===== src/rtl/nios_system_sysid_ext_if.sv =====
// Avalon-MM bus bundle for the sysid slave: word address, read/write strobes, byte lanes
// and the pipelined read-return pair (readdata/readdatavalid). No waitrequest.
interface nios_system_sysid_ext_if #(
  parameter int ADDR_W = 4
);
  logic [ADDR_W-1:0] address;
  logic              read;
  logic              write;
  logic [31:0]       writedata;
  logic [3:0]        byteenable;
  logic [31:0]       readdata;
  logic              readdatavalid;

  modport master (
    output address, read, write, writedata, byteenable,
    input  readdata, readdatavalid
  );

  modport slave (
    input  address, read, write, writedata, byteenable,
    output readdata, readdatavalid
  );
endinterface


===== src/rtl/nios_system_sysid_ext.sv =====
// System-ID / build-info Avalon slave with 64-bit uptime, atomic lo/hi snapshot and READ_LATENCY read pipe.
// Define NIOS_SYSTEM_SYSID_SCRATCH_EN to build NUM_SCRATCH RW scratch words at 6..; otherwise they read 0.
module nios_system_sysid_ext #(
  parameter logic [31:0] SYSTEM_ID    = 32'h0000_0000,
  parameter logic [31:0] TIMESTAMP    = 32'd1513181670,
  parameter int          ADDR_W       = 4,
  parameter int          READ_LATENCY = 1,
  parameter int          TICK_DIV     = 1,
  parameter int          NUM_SCRATCH  = 2
) (
  input  logic                          clock,
  input  logic                          reset_n,
  nios_system_sysid_ext_if.slave        avs
);

`ifdef NIOS_SYSTEM_SYSID_SCRATCH_EN
  localparam int   NS_EFF      = NUM_SCRATCH;
  localparam logic SCR_PRESENT = 1'b1;
`else
  localparam int   NS_EFF      = 0;
  localparam logic SCR_PRESENT = 1'b0;
`endif
  localparam logic [15:0] PRESC_TC = 16'(TICK_DIV - 1);
  localparam logic [31:0] CAPS     = {8'h01, 4'(READ_LATENCY), 4'h0, 8'(NS_EFF), 7'h0, SCR_PRESENT};

  logic [63:0] uptime_q, uptime_d;
  logic [15:0] presc_q, presc_d;
  logic [31:0] snap_q, snap_d;
  logic [31:0] rd_sel;
  logic [31:0] dat_q [READ_LATENCY];
  logic [READ_LATENCY-1:0] vld_q;
  logic        lo_rd, lo_wr;

  assign lo_rd = avs.read  && (avs.address == ADDR_W'(3));
  assign lo_wr = avs.write && (avs.address == ADDR_W'(3));

  // Clear beats increment; snapshot takes hi from the same (pre-edge) uptime that supplies lo.
  always_comb begin
    uptime_d = uptime_q;
    presc_d  = presc_q + 16'd1;
    if (lo_wr) begin
      uptime_d = '0;
      presc_d  = '0;
    end else if (presc_q == PRESC_TC) begin
      uptime_d = uptime_q + 64'd1;
      presc_d  = '0;
    end
    snap_d = lo_rd ? uptime_q[63:32] : snap_q;
  end

`ifdef NIOS_SYSTEM_SYSID_SCRATCH_EN
  localparam int NS_ARR = (NUM_SCRATCH > 0) ? NUM_SCRATCH : 1;
  logic [31:0] scratch_q [NS_ARR];
  logic [31:0] scratch_d [NS_ARR];

  always_comb begin
    for (int i = 0; i < NS_ARR; i++) begin
      scratch_d[i] = scratch_q[i];
      for (int b = 0; b < 4; b++) begin
        if (i < NUM_SCRATCH && avs.write && avs.byteenable[b] && avs.address == ADDR_W'(6 + i))
          scratch_d[i][8*b +: 8] = avs.writedata[8*b +: 8];
      end
    end
  end

  always_ff @(posedge clock or negedge reset_n) begin
    if (!reset_n) begin
      for (int i = 0; i < NS_ARR; i++) scratch_q[i] <= '0;
    end else begin
      for (int i = 0; i < NS_ARR; i++) scratch_q[i] <= scratch_d[i];
    end
  end
`else
  logic unused_wr;
  assign unused_wr = ^{avs.writedata, avs.byteenable};
`endif

  always_comb begin
    rd_sel = '0;
    case (avs.address)
      ADDR_W'(0): rd_sel = SYSTEM_ID;
      ADDR_W'(1): rd_sel = TIMESTAMP;
      ADDR_W'(2): rd_sel = CAPS;
      ADDR_W'(3): rd_sel = uptime_q[31:0];
      ADDR_W'(4): rd_sel = snap_q;
      ADDR_W'(5): rd_sel = 32'(TICK_DIV);
      default:    rd_sel = '0;
    endcase
`ifdef NIOS_SYSTEM_SYSID_SCRATCH_EN
    for (int i = 0; i < NUM_SCRATCH; i++) begin
      if (avs.address == ADDR_W'(6 + i)) rd_sel = scratch_q[i];
    end
`endif
  end

  // Data stages only load behind a valid, so the last stage holds the previous result.
  always_ff @(posedge clock or negedge reset_n) begin
    if (!reset_n) begin
      uptime_q <= '0;
      presc_q  <= '0;
      snap_q   <= '0;
      vld_q    <= '0;
      for (int i = 0; i < READ_LATENCY; i++) dat_q[i] <= '0;
    end else begin
      uptime_q <= uptime_d;
      presc_q  <= presc_d;
      snap_q   <= snap_d;
      vld_q[0] <= avs.read;
      if (avs.read) dat_q[0] <= rd_sel;
      for (int i = 1; i < READ_LATENCY; i++) begin
        vld_q[i] <= vld_q[i-1];
        if (vld_q[i-1]) dat_q[i] <= dat_q[i-1];
      end
    end
  end

  assign avs.readdata      = dat_q[READ_LATENCY-1];
  assign avs.readdatavalid = vld_q[READ_LATENCY-1];

endmodule


===== src/flat_wrapper.sv =====
// flat-port wrapper written by rule: the top's interface ports become plain ports
module nios_system_sysid_ext_flat 
#(
  parameter logic [31:0] SYSTEM_ID    = 32'h0000_0000,
  parameter logic [31:0] TIMESTAMP    = 32'd1513181670,
  parameter int          ADDR_W       = 4,
  parameter int          READ_LATENCY = 1,
  parameter int          TICK_DIV     = 1,
  parameter int          NUM_SCRATCH  = 2
)
  (clock, reset_n, avs_address, avs_read, avs_write, avs_writedata, avs_byteenable, avs_readdata, avs_readdatavalid);
  nios_system_sysid_ext_if #(.ADDR_W(ADDR_W)) avs_i ();
  input  logic clock;
  input  logic reset_n;
  input wire logic [$bits(avs_i.address)-1:0] avs_address;
  input wire logic [$bits(avs_i.read)-1:0] avs_read;
  input wire logic [$bits(avs_i.write)-1:0] avs_write;
  input wire logic [$bits(avs_i.writedata)-1:0] avs_writedata;
  input wire logic [$bits(avs_i.byteenable)-1:0] avs_byteenable;
  output wire logic [$bits(avs_i.readdata)-1:0] avs_readdata;
  output wire logic [$bits(avs_i.readdatavalid)-1:0] avs_readdatavalid;
  assign avs_i.address = avs_address;
  assign avs_i.read = avs_read;
  assign avs_i.write = avs_write;
  assign avs_i.writedata = avs_writedata;
  assign avs_i.byteenable = avs_byteenable;
  assign avs_readdata = avs_i.readdata;
  assign avs_readdatavalid = avs_i.readdatavalid;
  nios_system_sysid_ext #(.SYSTEM_ID(SYSTEM_ID), .TIMESTAMP(TIMESTAMP), .ADDR_W(ADDR_W), .READ_LATENCY(READ_LATENCY), .TICK_DIV(TICK_DIV), .NUM_SCRATCH(NUM_SCRATCH)) u_core (.clock(clock), .reset_n(reset_n), .avs(avs_i));
endmodule

===== config.mk =====
export PLATFORM = sky130hd
export DESIGN_NAME = nios_system_sysid_ext_flat
export DESIGN_NICKNAME = d
export VERILOG_FILES = /design/src/rtl/nios_system_sysid_ext_if.sv /design/src/rtl/nios_system_sysid_ext.sv /design/src/flat_wrapper.sv
export SDC_FILE = /design/constraint.sdc
export NUM_CORES = 1
export LEC_CHECK = 0
export BUFFER_PORTS_ARGS = -buffer_cell sky130_fd_sc_hd__buf_4
export CORE_UTILIZATION = 49
export CTS_CLUSTER_SIZE = 8
export DETAILED_ROUTE_END_ITERATION = 12
export PLACE_DENSITY = 0.68
export SLEW_MARGIN = 20
export SYNTH_ARGS = -nofsm -noshare
export SYNTH_HDL_FRONTEND = slang
export SYNTH_SLANG_ARGS = --single-unit
export TNS_END_PERCENT = 30

===== constraint.sdc =====
create_clock -name clock -period 3.1 [get_ports clock]
set_clock_uncertainty 0.15 [all_clocks]
set_input_delay 0.155 -clock clock [delete_from_list [all_inputs] [get_ports clock]]
set_output_delay 0.155 -clock clock [all_outputs]
set_load 0.02 [all_outputs]

==> impl_metrics.tcl <==
set metrics [dict create \
    status "finished clean" \
    postSynthAreaPerCell_um2 9.80 \
    peakVddDrop_mv 0.404 \
    postRouteAntennaNets 0 \
    fill_cells 1139 \
    track_usage_pct 26.5 \
    path_cells "nand4_1 > nor4_4 > o2111ai_1 > buf_4 > or3_1 > a21oi_1" \
    syn_inst 729 \
    die_h_um 123 \
    fp-row-count 43 \
    fin_crit_sh_pct 90.0 \
    ff_latch_area_um2 3630 \
    critPathTopFamily "simple AND/OR/NAND/NOR gates" \
    hold_buffers 4 \
    max_cap_viol_count 0 \
    area_growth_pct 17.4 \
    critPathArrivalTime_ns 2.99 \
    cp_slowest_cell "nor4_4" \
    cts_tree "yes" \
    drc_errors 0 \
    dp_cells 926 \
    grt_pass1_wl_um 30100 \
    diodes 0 \
    slew_viol_final 0 \
    p_clk_share_pct 45.9 \
    fmax_ghz 0.359 \
    switching_power_mw 1.36 \
    io_pins 77 \
    cp.buffers_inverters 1 \
    cp-start-kind "register" \
    grt_pass1_vias 5892 \
    slowest_delay_ns 0.56 \
    ys_seq_elements 145 \
    cts_buffers 17 \
    tritoncts_num_sinks 145 \
    async_reset_ff_share_pct 100 \
    finalSetupTns_ns 0 \
    avgRoutedWirePerCell_um 18.8 \
    antenna_found_initial 0 \
    post_cts_resize_count 0 \
    viasPerCell 6.14 \
    instances_no_fill 962 \
    vias 5908 \
    h-tree-depth 4 \
    path_depth 6 \
    powerDensity_nw_per_um2 618 \
    path_max_fanout 9 \
    rsz0062_at_grt "no" \
    globalplace.congestion 0.879 \
    worstPathRequired_ns 3.30 \
    hpwl_um 12500 \
    cts_root_buf "clkbuf_16" \
    power_frac_comb_pct 8.8 \
    initial_core_util_pct 50.9 \
    drive_gt1_share_pct 16.5 \
    die_area_um2 15100 \
    fin_crit_ns 2.79 \
    p_sw_share_pct 26.1 \
    syn-cell-area_um2 7140 \
    setup_viol 0 \
    grt_overflow 0 \
    min_path_type "primary input to register" \
    wirelength_um 18000 \
    ys_seq_area_share_pct 50.8 \
    slew_headroom_pct 46.2 \
    post-cts-setup-buffer-count 0 \
    cts.clk_slew.worst_paths_ns 0.07 \
    core_um2 14000 \
    intPower_mw 3.83 \
    drtIter0Drc 529 \
    synth-main-ff-cell "dfrtp_1" \
    tightest_slew_ns 0.806 \
    worstSetupEndpointType "register" \
    power.total_mw 5.19 \
    hold_viol_final 0 \
    p_seq_share_pct 45.3 \
    placed_cell_area_um2 7670 \
    synth_cell_type_count 49 \
    multi_input_area_um2 3230 \
    die_w_um 123 \
    insertion_delay_ns 0.43 \
    first_pass_iters 5 \
    power.leakage_nw 3.42 \
    worst-r2r-cell-count 6 \
    final_area_um2 8390 \
    hold_depth 3 \
    synth-edff-count 0 \
    nNetsFinal 816 \
    crit_type "register to register" \
    numPortBuffers 40 \
    clk_path_buf_depth 2 \
    grt_start_max_net_pins 75 \
    fin_hold_ws_ns 0.0525 \
    ys_warn_count 0 \
    synth_fp_nets 776 \
]
==> cell usage after synthesis (6+ instances only) <==
master / number / area share [%]
a21oi_1: 34 / 2.4
a22oi_1: 30 / 3.2
and3_1: 14 / 1.2
and4_1: 8 / 0.98
buf_2: 6 / 0.42
clkbuf_1: 29 / 1.5
dfrtp_1: 145 / 51
inv_1: 42 / 2.2
mux2_2: 27 / 4.3
nand2_1: 49 / 2.6
nand2b_1: 14 / 1.2
nand3_1: 18 / 1.3
nand4_1: 39 / 3.4
nor2_1: 61 / 3.2
nor3_1: 14 / 0.98
nor4_1: 19 / 1.7
o21ai_0: 20 / 1.4
o21ai_1: 7 / 0.49
o22ai_1: 32 / 2.8
o31ai_1: 9 / 0.95
or3_1: 17 / 1.5
or4_1: 13 / 1.4
xnor2_1: 25 / 3.1
xor2_1: 16 / 2.0
==> layout make-up <==
type                            count  share of cell area [%]
Clock inverter                     15                    3.03
Multi-Input combinational cell    504                    38.5
Clock buffer                       17                    5.07
Sequential cell                   145                    43.2
Inverter                           42                    1.88
Tap cell                          180                    2.68
Timing Repair Buffer               59                    5.59
==> worst reg2reg max path, stage by stage (launching register included) <==
cell and delay (ns):
dfrtp_1 0.44, nand4_1 0.23, nor4_4 0.56, o2111ai_1 0.53
buf_4 0.32, or3_1 0.35, a21oi_1 0.14
==> per-stage QoR <==
stage	utilization, %	setup slack [ns]
after floorplan	-	0.856
after global placement	54.6	0.438
after detailed placement	54.6	0.335
after CTS	59.8	0.322
after global routing	59.8	0.142
final	59.8	0.311
==> registers in the layout, indices dropped and copies added (netlist names) <==
signal	flops
u_core.avs.readdatavalid	1
u_core.avs.readdata	32
u_core.snap_q	32
u_core.presc_q	16
u_core.uptime_q	64
==> final timing paths <==
path	start	end	slack (ns)
min in group asynchronous	reset_n	u_core.uptime_q[7]$_DFFE_PN0P_	0.15
hold / removal	avs_write	u_core.uptime_q[49]$_DFFE_PN0P_	0.05
hold reg to reg	u_core.snap_q[22]$_DFFE_PN0P_	u_core.snap_q[22]$_DFFE_PN0P_	0.34
max in group asynchronous	reset_n	u_core.snap_q[27]$_DFFE_PN0P_	1.82
setup reg to reg	u_core.uptime_q[13]$_DFFE_PN0P_	u_core.uptime_q[38]$_DFFE_PN0P_	0.31
setup / recovery	u_core.uptime_q[13]$_DFFE_PN0P_	u_core.uptime_q[38]$_DFFE_PN0P_	0.31
==> placed cells by master (no fill, tap or decap), types with 3 or more instances in the layout <==
| cell type | n |
|---|---|
| dlygate4sd3_1 | 4 |
| nand2_1 | 49 |
| bufinv_16 | 6 |
| o31ai_1 | 9 |
| nand4_1 | 39 |
| mux2_2 | 27 |
| buf_4 | 53 |
| nor3_1 | 14 |
| or4_1 | 13 |
| and4_1 | 8 |
| xor2_1 | 16 |
| or3_1 | 17 |
| dfrtp_1 | 145 |
| xnor2_1 | 25 |
| a21oi_1 | 34 |
| o21ai_0 | 20 |
| nor2_1 | 60 |
| inv_1 | 42 |
| clkinv_4 | 3 |
| a22oi_1 | 30 |
| and3_1 | 14 |
| o21ai_1 | 6 |
| o22ai_1 | 32 |
| inv_6 | 4 |
| clkbuf_16 | 17 |
| nor2b_1 | 3 |
| ha_1 | 3 |
| nand3_1 | 18 |
| nand2b_1 | 14 |
| nor4_1 | 19 |
==> routing by layer <==
| metal | up-vias | track usage, % | wire length [µm] |
|---|---|---|---|
| met2 | 180 | 42.5 | 8810 |
| li1 | 2764 | - | - |
| met1 | 2918 | 34.0 | 7830 |
| met3 | 46 | 6.13 | 989 |
| met4 | 0 | 11.7 | 425 |
| met5 | - | 0 | 0 |
==> power by group through the flow <==
stage / logic (mW) / registers (mW) / clock network (mW)
after floorplan: 0.310 / 2.29 / 0
after global placement: 0.430 / 2.36 / 0
after detailed placement: 0.454 / 2.37 / 0
after CTS: 0.463 / 2.34 / 2.40
after global routing: 0.524 / 2.37 / 2.49
final: 0.459 / 2.35 / 2.38
==> cells by family (layout without fill, tap and decap cells) <==
family	count (synthesis)	in the layout	share of synthesized area, %
adder cells (fa/ha/maj)	3	3	0.525
XOR/XNOR	41	41	5.03
buffers and inverters	80	133	4.31
AND/OR/NAND/NOR	286	286	22.1
AO/OA/AOI/OAI	147	147	13.0
multiplexers	27	27	4.26
flip-flops	145	145	50.8
(Power assumes the default switching activity.)
